File: config.mk
export PLATFORM = sky130hd
export DESIGN_NAME = alu_flag_unit
export DESIGN_NICKNAME = d
export VERILOG_FILES = /design/src/rtl/alu_flag_unit.sv
export SDC_FILE = /design/constraint.sdc
export NUM_CORES = 1
export LEC_CHECK = 0
export BUFFER_PORTS_ARGS = -buffer_cell sky130_fd_sc_hd__buf_2
export CORE_UTILIZATION = 30
export CTS_CLUSTER_DIAMETER = 40
export DETAILED_ROUTE_END_ITERATION = 12
export HOLD_SLACK_MARGIN = 0.02
export PLACE_DENSITY = 0.45
export RECOVER_POWER = 100
export SYNTH_ARGS = -nofsm -noshare
export SYNTH_HDL_FRONTEND = slang
export SYNTH_SLANG_ARGS = --single-unit
File: constraint.sdc
create_clock -name clk -period 6.2 [get_ports clk]
set_input_delay 1.24 -clock clk [delete_from_list [all_inputs] [get_ports clk]]
set_output_delay 1.24 -clock clk [all_outputs]
set_load 0.1 [all_outputs]
File: src/rtl/alu_flag_unit.sv
// Execute-stage ALU feeding the NZCV flag register.
// Single-cycle ADD/SUB/AND/ORR/EOR/PASS; iterative shift-add MUL over WIDTH cycles.
module alu_flag_unit #(
  parameter int unsigned WIDTH = 64
) (
  input  logic             clk,
  input  logic             reset,
  input  logic             start,
  input  logic [2:0]       op,
  input  logic             set_flags,
  input  logic [WIDTH-1:0] a,
  input  logic [WIDTH-1:0] b,
  output logic             ready,
  output logic             done,
  output logic [WIDTH-1:0] result,
  output logic [3:0]       flags_d,
  output logic             flags_en
);

  localparam int unsigned CW = (WIDTH > 2) ? $clog2(WIDTH) : 1;

  typedef enum logic {
    S_IDLE,
    S_MUL
  } state_t;

  state_t           state;
  logic [CW-1:0]    cnt;
  logic [WIDTH-1:0] mcand;
  logic [WIDTH-1:0] mplier;
  logic [WIDTH-1:0] prod;
  logic             sf_q;

  logic [WIDTH:0]   sum;
  logic [WIDTH:0]   diff;
  logic [WIDTH-1:0] alu_res;
  logic             alu_c;
  logic             alu_v;
  logic [WIDTH-1:0] mul_acc;
  logic             mul_last;

  assign ready = (state == S_IDLE) && !reset;

  always_comb begin
    sum     = {1'b0, a} + {1'b0, b};
    // Carry out of a + ~b + 1 is the no-borrow flag, i.e. a >= b unsigned.
    diff    = {1'b0, a} + {1'b0, ~b} + {{WIDTH{1'b0}}, 1'b1};
    alu_res = b;
    alu_c   = 1'b0;
    alu_v   = 1'b0;
    case (op)
      3'b000: begin
        alu_res = sum[WIDTH-1:0];
        alu_c   = sum[WIDTH];
        alu_v   = (a[WIDTH-1] == b[WIDTH-1]) && (sum[WIDTH-1] != a[WIDTH-1]);
      end
      3'b001: begin
        alu_res = diff[WIDTH-1:0];
        alu_c   = diff[WIDTH];
        alu_v   = (a[WIDTH-1] != b[WIDTH-1]) && (diff[WIDTH-1] != a[WIDTH-1]);
      end
      3'b010:  alu_res = a & b;
      3'b011:  alu_res = a | b;
      3'b100:  alu_res = a ^ b;
      default: alu_res = b;
    endcase
  end

  always_comb begin
    mul_acc  = prod + (mplier[0] ? mcand : '0);
    mul_last = (cnt == CW'(WIDTH - 1));
  end

  always_ff @(posedge clk) begin
    if (reset) begin
      state    <= S_IDLE;
      cnt      <= '0;
      mcand    <= '0;
      mplier   <= '0;
      prod     <= '0;
      sf_q     <= 1'b0;
      result   <= '0;
      flags_d  <= '0;
      done     <= 1'b0;
      flags_en <= 1'b0;
    end else begin
      done     <= 1'b0;
      flags_en <= 1'b0;
      case (state)
        S_IDLE: begin
          if (start) begin
            if (op == 3'b101) begin
              mcand  <= a;
              mplier <= b;
              prod   <= '0;
              sf_q   <= set_flags;
              cnt    <= '0;
              state  <= S_MUL;
            end else begin
              result   <= alu_res;
              flags_d  <= {alu_res[WIDTH-1], alu_res == '0, alu_c, alu_v};
              done     <= 1'b1;
              flags_en <= set_flags;
            end
          end
        end
        S_MUL: begin
          prod   <= mul_acc;
          mcand  <= mcand << 1;
          mplier <= mplier >> 1;
          cnt    <= cnt + 1'b1;
          if (mul_last) begin
            result   <= mul_acc;
            flags_d  <= {mul_acc[WIDTH-1], mul_acc == '0, 2'b00};
            done     <= 1'b1;
            flags_en <= sf_q;
            state    <= S_IDLE;
          end
        end
        default: state <= S_IDLE;
      endcase
    end
  end

endmodule

After elaboration in Yosys (flattened, before gate mapping)
Index checks and enable logic that the tools add are counted.

Bits in registers: 270. Output and inout port bits: 71. Input port bits: 135.

Add/subtract/negate cells: 5. Multiplexer cells: 36. Eq/ne operators: 14. Bitwise logic cells: 5. Reduce and logical (&&, ||, !) cells: 10.

Operators by type and width (count): $mux W64 (10); $pmux W64 S2 (4); $pmux W64 S5 (1); $add A64 B64 Y65 (2); $logic_not A64 Y1 (2); $add A65 B1 Y65 const B (1); $add A64 B64 Y64 (1); $and A64 B64 Y64 (1); $not A64 Y64 (1); $or A64 B64 Y64 (1); $xor A64 B64 Y64 (1); $mux W4 (3); $mux W6 (2); $pmux W6 S2 (1); $pmux W1 S2 (5); $mux W1 (9); $pmux W4 S2 (1); $add A6 B1 Y6 const B (1); $eq A3 B2 Y1 const B (2); $eq A3 B3 Y1 const B (2); $eq A6 B6 Y1 const B (1); $reduce_and A3 Y1 (2); $ne A2 B1 Y1 const B (2); $ne A2 B2 Y1 const B (2); other kinds (8) (12).

Logic depth before layout (Yosys ltp)
Depth in word-level cells: 9. Mapped depth: 19.

Least setup slack after synthesis
No wires, ideal clock.

Path kind: in2reg. Start: input a[0]. End: register flags_d[2]. Slack: 1123 ps. Cell stages on the path: 18. Path buffers: 0. Library setup time: 60 ps. Arrival time: 5017 ps. Path through: inv_1 > ha_1 > inv_1 > fa_1 > nor2b_1 > o211ai_1 > a2111oi_2 > o311ai_1 > nor3_1 > o21ai_0 > o311ai_1 > o31ai_1 > or3b_1 > or4_1 > a2111o_1 > nor4_1 > nand4_1 > nand2_1.

Cells in the longest elaborated chain, start to end: 7. Elaborated cells on any way between the ends: 11. Those cells by class: add/sub: 3; mux: 4; bitwise: 3; reduce/logical: 1.

RTL lines: start, declared (line 11) `input logic [WIDTH-1:0] a,`; $add A64 B64 Y65 (line 47) `diff = {1'b0, a} + {1'b0, ~b} + {{WIDTH{1'b0}}, 1'b1};`; $add A65 B1 Y65 (line 47); $pmux W64 S5 * (line 51) `case (op)`; $logic_not A64 Y1 * (line 101) `flags_d <= {alu_res[WIDTH-1], alu_res == '0, alu_c, alu_v};`; $mux W4 * (line 92) `if (op == 3'b101) begin`; $mux W4 * (line 91) `if (start) begin`; $pmux W4 S2 * (line 89) `case (state)`; end signal, assigned (line 101); end signal, assigned (line 114) `flags_d <= {mul_acc[WIDTH-1], mul_acc == '0, 2'b00};`; end, declared (line 16) `output logic [3:0] flags_d,`.

Mark *: on every way between the ends. The rest lies on a longest branch, timed or not. The select of a mux whose other input is x is not followed. A chain may end at the register's enable or synchronous reset.

Worst setup path in the final report
Start: input b[0]. End: register flags_d[2].

Cells in the longest elaborated chain, start to end: 8. Elaborated cells on any way between the ends: 12. Those cells by class: add/sub: 3; mux: 4; bitwise: 4; reduce/logical: 1.

RTL lines: start, declared (line 12) `input logic [WIDTH-1:0] b,`; $not A64 Y64 (line 47); $add A64 B64 Y65 (line 47); $add A65 B1 Y65 (line 47); $pmux W64 S5 * (line 51); $logic_not A64 Y1 * (line 101); $mux W4 * (line 92); $mux W4 * (line 91); $pmux W4 S2 * (line 89).

Marks and branches as above.

==> summary.md <==
| Metric | Value |
|---|---|
| Status | `finished, violations left` |
| Failing checks | `max-capacitance violations, max-slew violations` |
| Sink Count | `269` |
| Pre-antenna DRT Iters | `7` |
| Max Clk Rate | `0.166 GHz` |
| Sequential power share | `0.231` |
| Initial DRC count | `2874` |
| Cell internal pwr | `4.94 mW` |
| Width of the die | `309 um` |
| Mapped cell area | `0.0283 mm^2` |
| WP buf/inv | `4` |
| Clock Power Share | `0.465` |
| WL met2 | `63800 um` |
| # DRC | `0` |
| Placed cells | `5610` |
| Routed Antenna Nets | `0` |
| Fin crit period | `6.01 ns` |
| EDFF count, synth | `0` |
| Largest net degree at the start of global routing | `212` |
| GPL Wtd Cong | `1.02` |
| Non-filler instance count after layout | `5732` |
| DR vias | `32.8k` |
| Leak | `13.9 nW` |
| Clock root buffer | `clkbuf_16` |
| Port Buffers | `205` |
| Setup TNS | `0 ns` |
| Main synth FF type | `dfxtp_1` |
| Initial antenna violation count | `6` |
| Yosys reg bits | `269` |
| Die H | `309 um` |
| FILL cells | `10.4k` |
| CP Capture Type | `flip-flop` |
| Skew-Pair Late Insertion Delay | `0.63 ns` |
| Final WL | `142000 um` |
| Row cnt | `112` |
| Syn. warnings | `0` |
| Worst EP required | `6.78 ns` |
| Distinct cells, synth | `91` |
| DRT met1 WL | `60800 um` |
| Num CTS Buffers | `67` |
| Worst path top cell family by delay | `compound AO/OA/AOI/OAI gates` |
| Worst slew margin | `-1.17` |
| Hold buffers post-CTS | `0` |
| Worst setup SP type | `input port` |
| DP HPWL | `110000 um` |
| RSZ-0062 raised after global routing | `no` |
| Cell Area, Placed | `0.0314 mm^2` |
| CP peak stage delay | `0.69 ns` |
| Cell Pwr Density | `236 mW/mm^2` |
| Final Max Tran Viols | `164` |
| Met3 WL | `8480 um` |
| Layout area overhead | `18.5%` |
| Design Area, Final | `0.0335 mm^2` |
| Dominant cells by area after synthesis | `dfxtp_1 (19%), a21oi_1 (12%), ha_1 (12%), nand2_1 (7.0%), nor2_1 (5.9%)` |
| Synth top area share | `0.190` |
| Final setup viols | `0` |
| CP max stage cell | `o311ai_1` |
| First-pass GRT wire length | `208000 um` |
| Mapped Cells | `4249` |
| R2r setup slk | `0.62 ns` |
| Crit path DAT | `6.58 ns` |
| Max-cap violations | `2` |
| Combinational power share | `0.304` |
| Clock skew | `0.0320 ns` |
| Period utilisation layout | `0.969` |
| Clock Tree Buf Depth | `3` |
| Mapped Avg Cell Area | `6.66 um^2` |
| Critical path class | `input port to flip-flop` |
| Core ar. | `0.0933 mm^2` |
| Top layer in use | `met5` |
| FFs w/ async S/R, synth | `0` |
| Die ar. | `0.0955 mm^2` |
| Critical-path cell list | `clkbuf_1 > ha_1 > inv_1 > fa_1 > nor2b_1 > o211ai_1 > clkbuf_1 > a2111oi_2 > o311ai_1 > nor3_1 > o21ai_0 > o311ai_1 > o31ai_1 > or3b_1 > or4_1 > a2111o_1 > nor4_1 > buf_4 > nand4_1 > nand2_1` |
| Net Switching | `2.98 mW` |
| Post-CTS Resized | `0` |
| Starting density of the core | `0.303` |
| Crit path max fanout | `5` |
| Vias in the first global route | `31.3k` |
| IO Count | `206` |
| Cell taking the most area after synthesis | `dfxtp_1` |
| Switching share of power | `0.376` |
| Avg WL per Cell | `24.8 um` |
| Gr ovfl total | `0` |
| Setup repair bufs after CTS | `0` |
| Gr usage total | `0.290` |
| Share of layout cells above drive strength 1 | `0.106` |
| Layout Nets | `4835` |
| Avg Vias per Cell | `5.72` |
| TritonCTS clock tree | `done` |
| Worst Tran Pin Value | `3.25 ns` |
| Hold Vio Cnt, Final | `0` |
| CTS H-tree depth | `3` |
| HP Class | `flip-flop to flip-flop` |
| Clock transition at the registers of the reported paths | `0.04 ns` |
| Syn_nets | `4659` |
| Post-synthesis sequential area ratio | `0.190` |
| Max VDD drop | `198 uV` |
==> worst reg2reg max path, delay by kind of cell (launching register included) <==
family          cells  cell delay [ns]
compound gates      8             2.62
xor+xnor            1             0.44
fa+ha+maj           1             0.27
buf+inv             3             0.78
flops               1             0.49
simple gates        5             0.89
==> power by group through the flow <==
| stage | sequential (mW) | clock, mW | combinational [mW] |
|---|---|---|---|
| finish | 1.83 | 3.68 | 2.41 |
| global route | 1.84 | 3.85 | 2.55 |
| CTS | 1.83 | 3.76 | 2.39 |
| detailed placement | 1.87 | 0 | 2.38 |
| global placement | 1.87 | 0 | 2.40 |
| floorplan | 2.15 | 0 | 1.16 |
==> metrics by stage <==
stage               hold slack, ns   util  worst slack (ns)  power [mW]
finish                       0.447  0.359             0.192        7.92
global route                 0.470  0.359            0.0426        8.24
CTS                          0.447  0.361             0.330        7.99
detailed placement           0.441  0.336            -0.334        4.25
global placement             0.440  0.336            -0.313        4.26
floorplan                    0.436      -              1.12        3.31
==> final timing paths <==
kind	from	endpoint	cells after the start
hold / removal	result[20]	result[20]	2
setup / recovery	b[0]	flags_d[2]	20
hold reg to reg	result[20]	result[20]	2
setup reg to reg	mplier[0]	flags_d[2]	18
==> sequential cells by signal, summed over array words and instances (netlist names) <==
| name | flops |
|---|---|
| flags_en | 1 |
| cnt | 6 |
| sf_q | 1 |
| result | 64 |
| mcand | 64 |
| state | 1 |
| done | 1 |
| mplier | 64 |
| flags_d | 3 |
| prod | 64 |
==> routing by layer <==
| metal | up-vias | track usage |
|---|---|---|
| met5 | - | 0 |
| met3 | 314 | 0.0408 |
| met2 | 1244 | 0.469 |
| li1 | 15600 | - |
| met1 | 15600 | 0.369 |
| met4 | 6 | 0.165 |
==> cell families (layout without fill, tap and decap cells) <==
group,Yosys count,in the layout,share of synthesized area
other,0,1,0
adders and majority gates,275,275,0.122
AOI/OAI and AO/OA,1499,1499,0.327
xor gates and xnor gates,93,93,0.0288
muxes,18,18,0.00655
DFF,269,269,0.190
buffers and inverters,521,749,0.0701
and+or+nand+nor,1574,1574,0.255
==> cell usage in the layout, fill, tap and decap left out, drive strengths merged, types with 11 or more instances in the layout <==
cell,instances
or4,16
o21bai,46
nor3,70
inv,224
o22ai,30
a221oi,22
xor2,31
mux2i,14
o21a,22
or2,11
nand3,197
o31ai,49
a22oi,26
buf,308
clkinv,19
and3,27
a211oi,32
a31oi,40
clkbuf,182
or3,14
o31a,16
nor4,49
a21o,71
nor2b,26
nand4,47
o21ai,222
nor2,446
a311oi,18
nand2,526
dfxtp,269
a21oi,689
nand2b,17
a21boi,17
o311ai,21
ha,272
and2,86
o211ai,50
xnor2,62
==> synthesized netlist by cell type, types with 17 or more instances <==
cell	instances
nor2b_1	26
o21a_1	22
nand3_1	197
nor2_1	445
a311oi_1	18
nand2b_1	17
nor4_1	49
a22oi_1	26
ha_1	272
a221oi_1	21
xnor2_1	62
a211oi_1	32
inv_1	218
o21ai_0	217
dfxtp_1	269
a31oi_1	40
buf_1	53
xor2_1	31
nand4_1	47
o22ai_1	30
o31ai_1	48
nor3_1	70
clkbuf_1	233
o21bai_1	46
a21o_1	71
a21oi_1	689
nand2_1	526
and2_1	86
and3_1	27
o211ai_1	50
==> cell type report <==
| type | count | area (um^2) | share of cell area |
|---|---|---|---|
| tap | 1254 | 1570 | 0.0468 |
| clock inverter | 38 | 519 | 0.0155 |
| antenna | 1 | 2.50 | 0.0000747 |
| clock buffer | 83 | 1800 | 0.0536 |
| multi-input combinational | 3459 | 21000 | 0.625 |
| sequential | 269 | 5390 | 0.161 |
| timing repair buffer | 407 | 2450 | 0.0730 |
| inverter | 221 | 830 | 0.0248 |
Note: power is estimated with default switching activity, not from simulation.
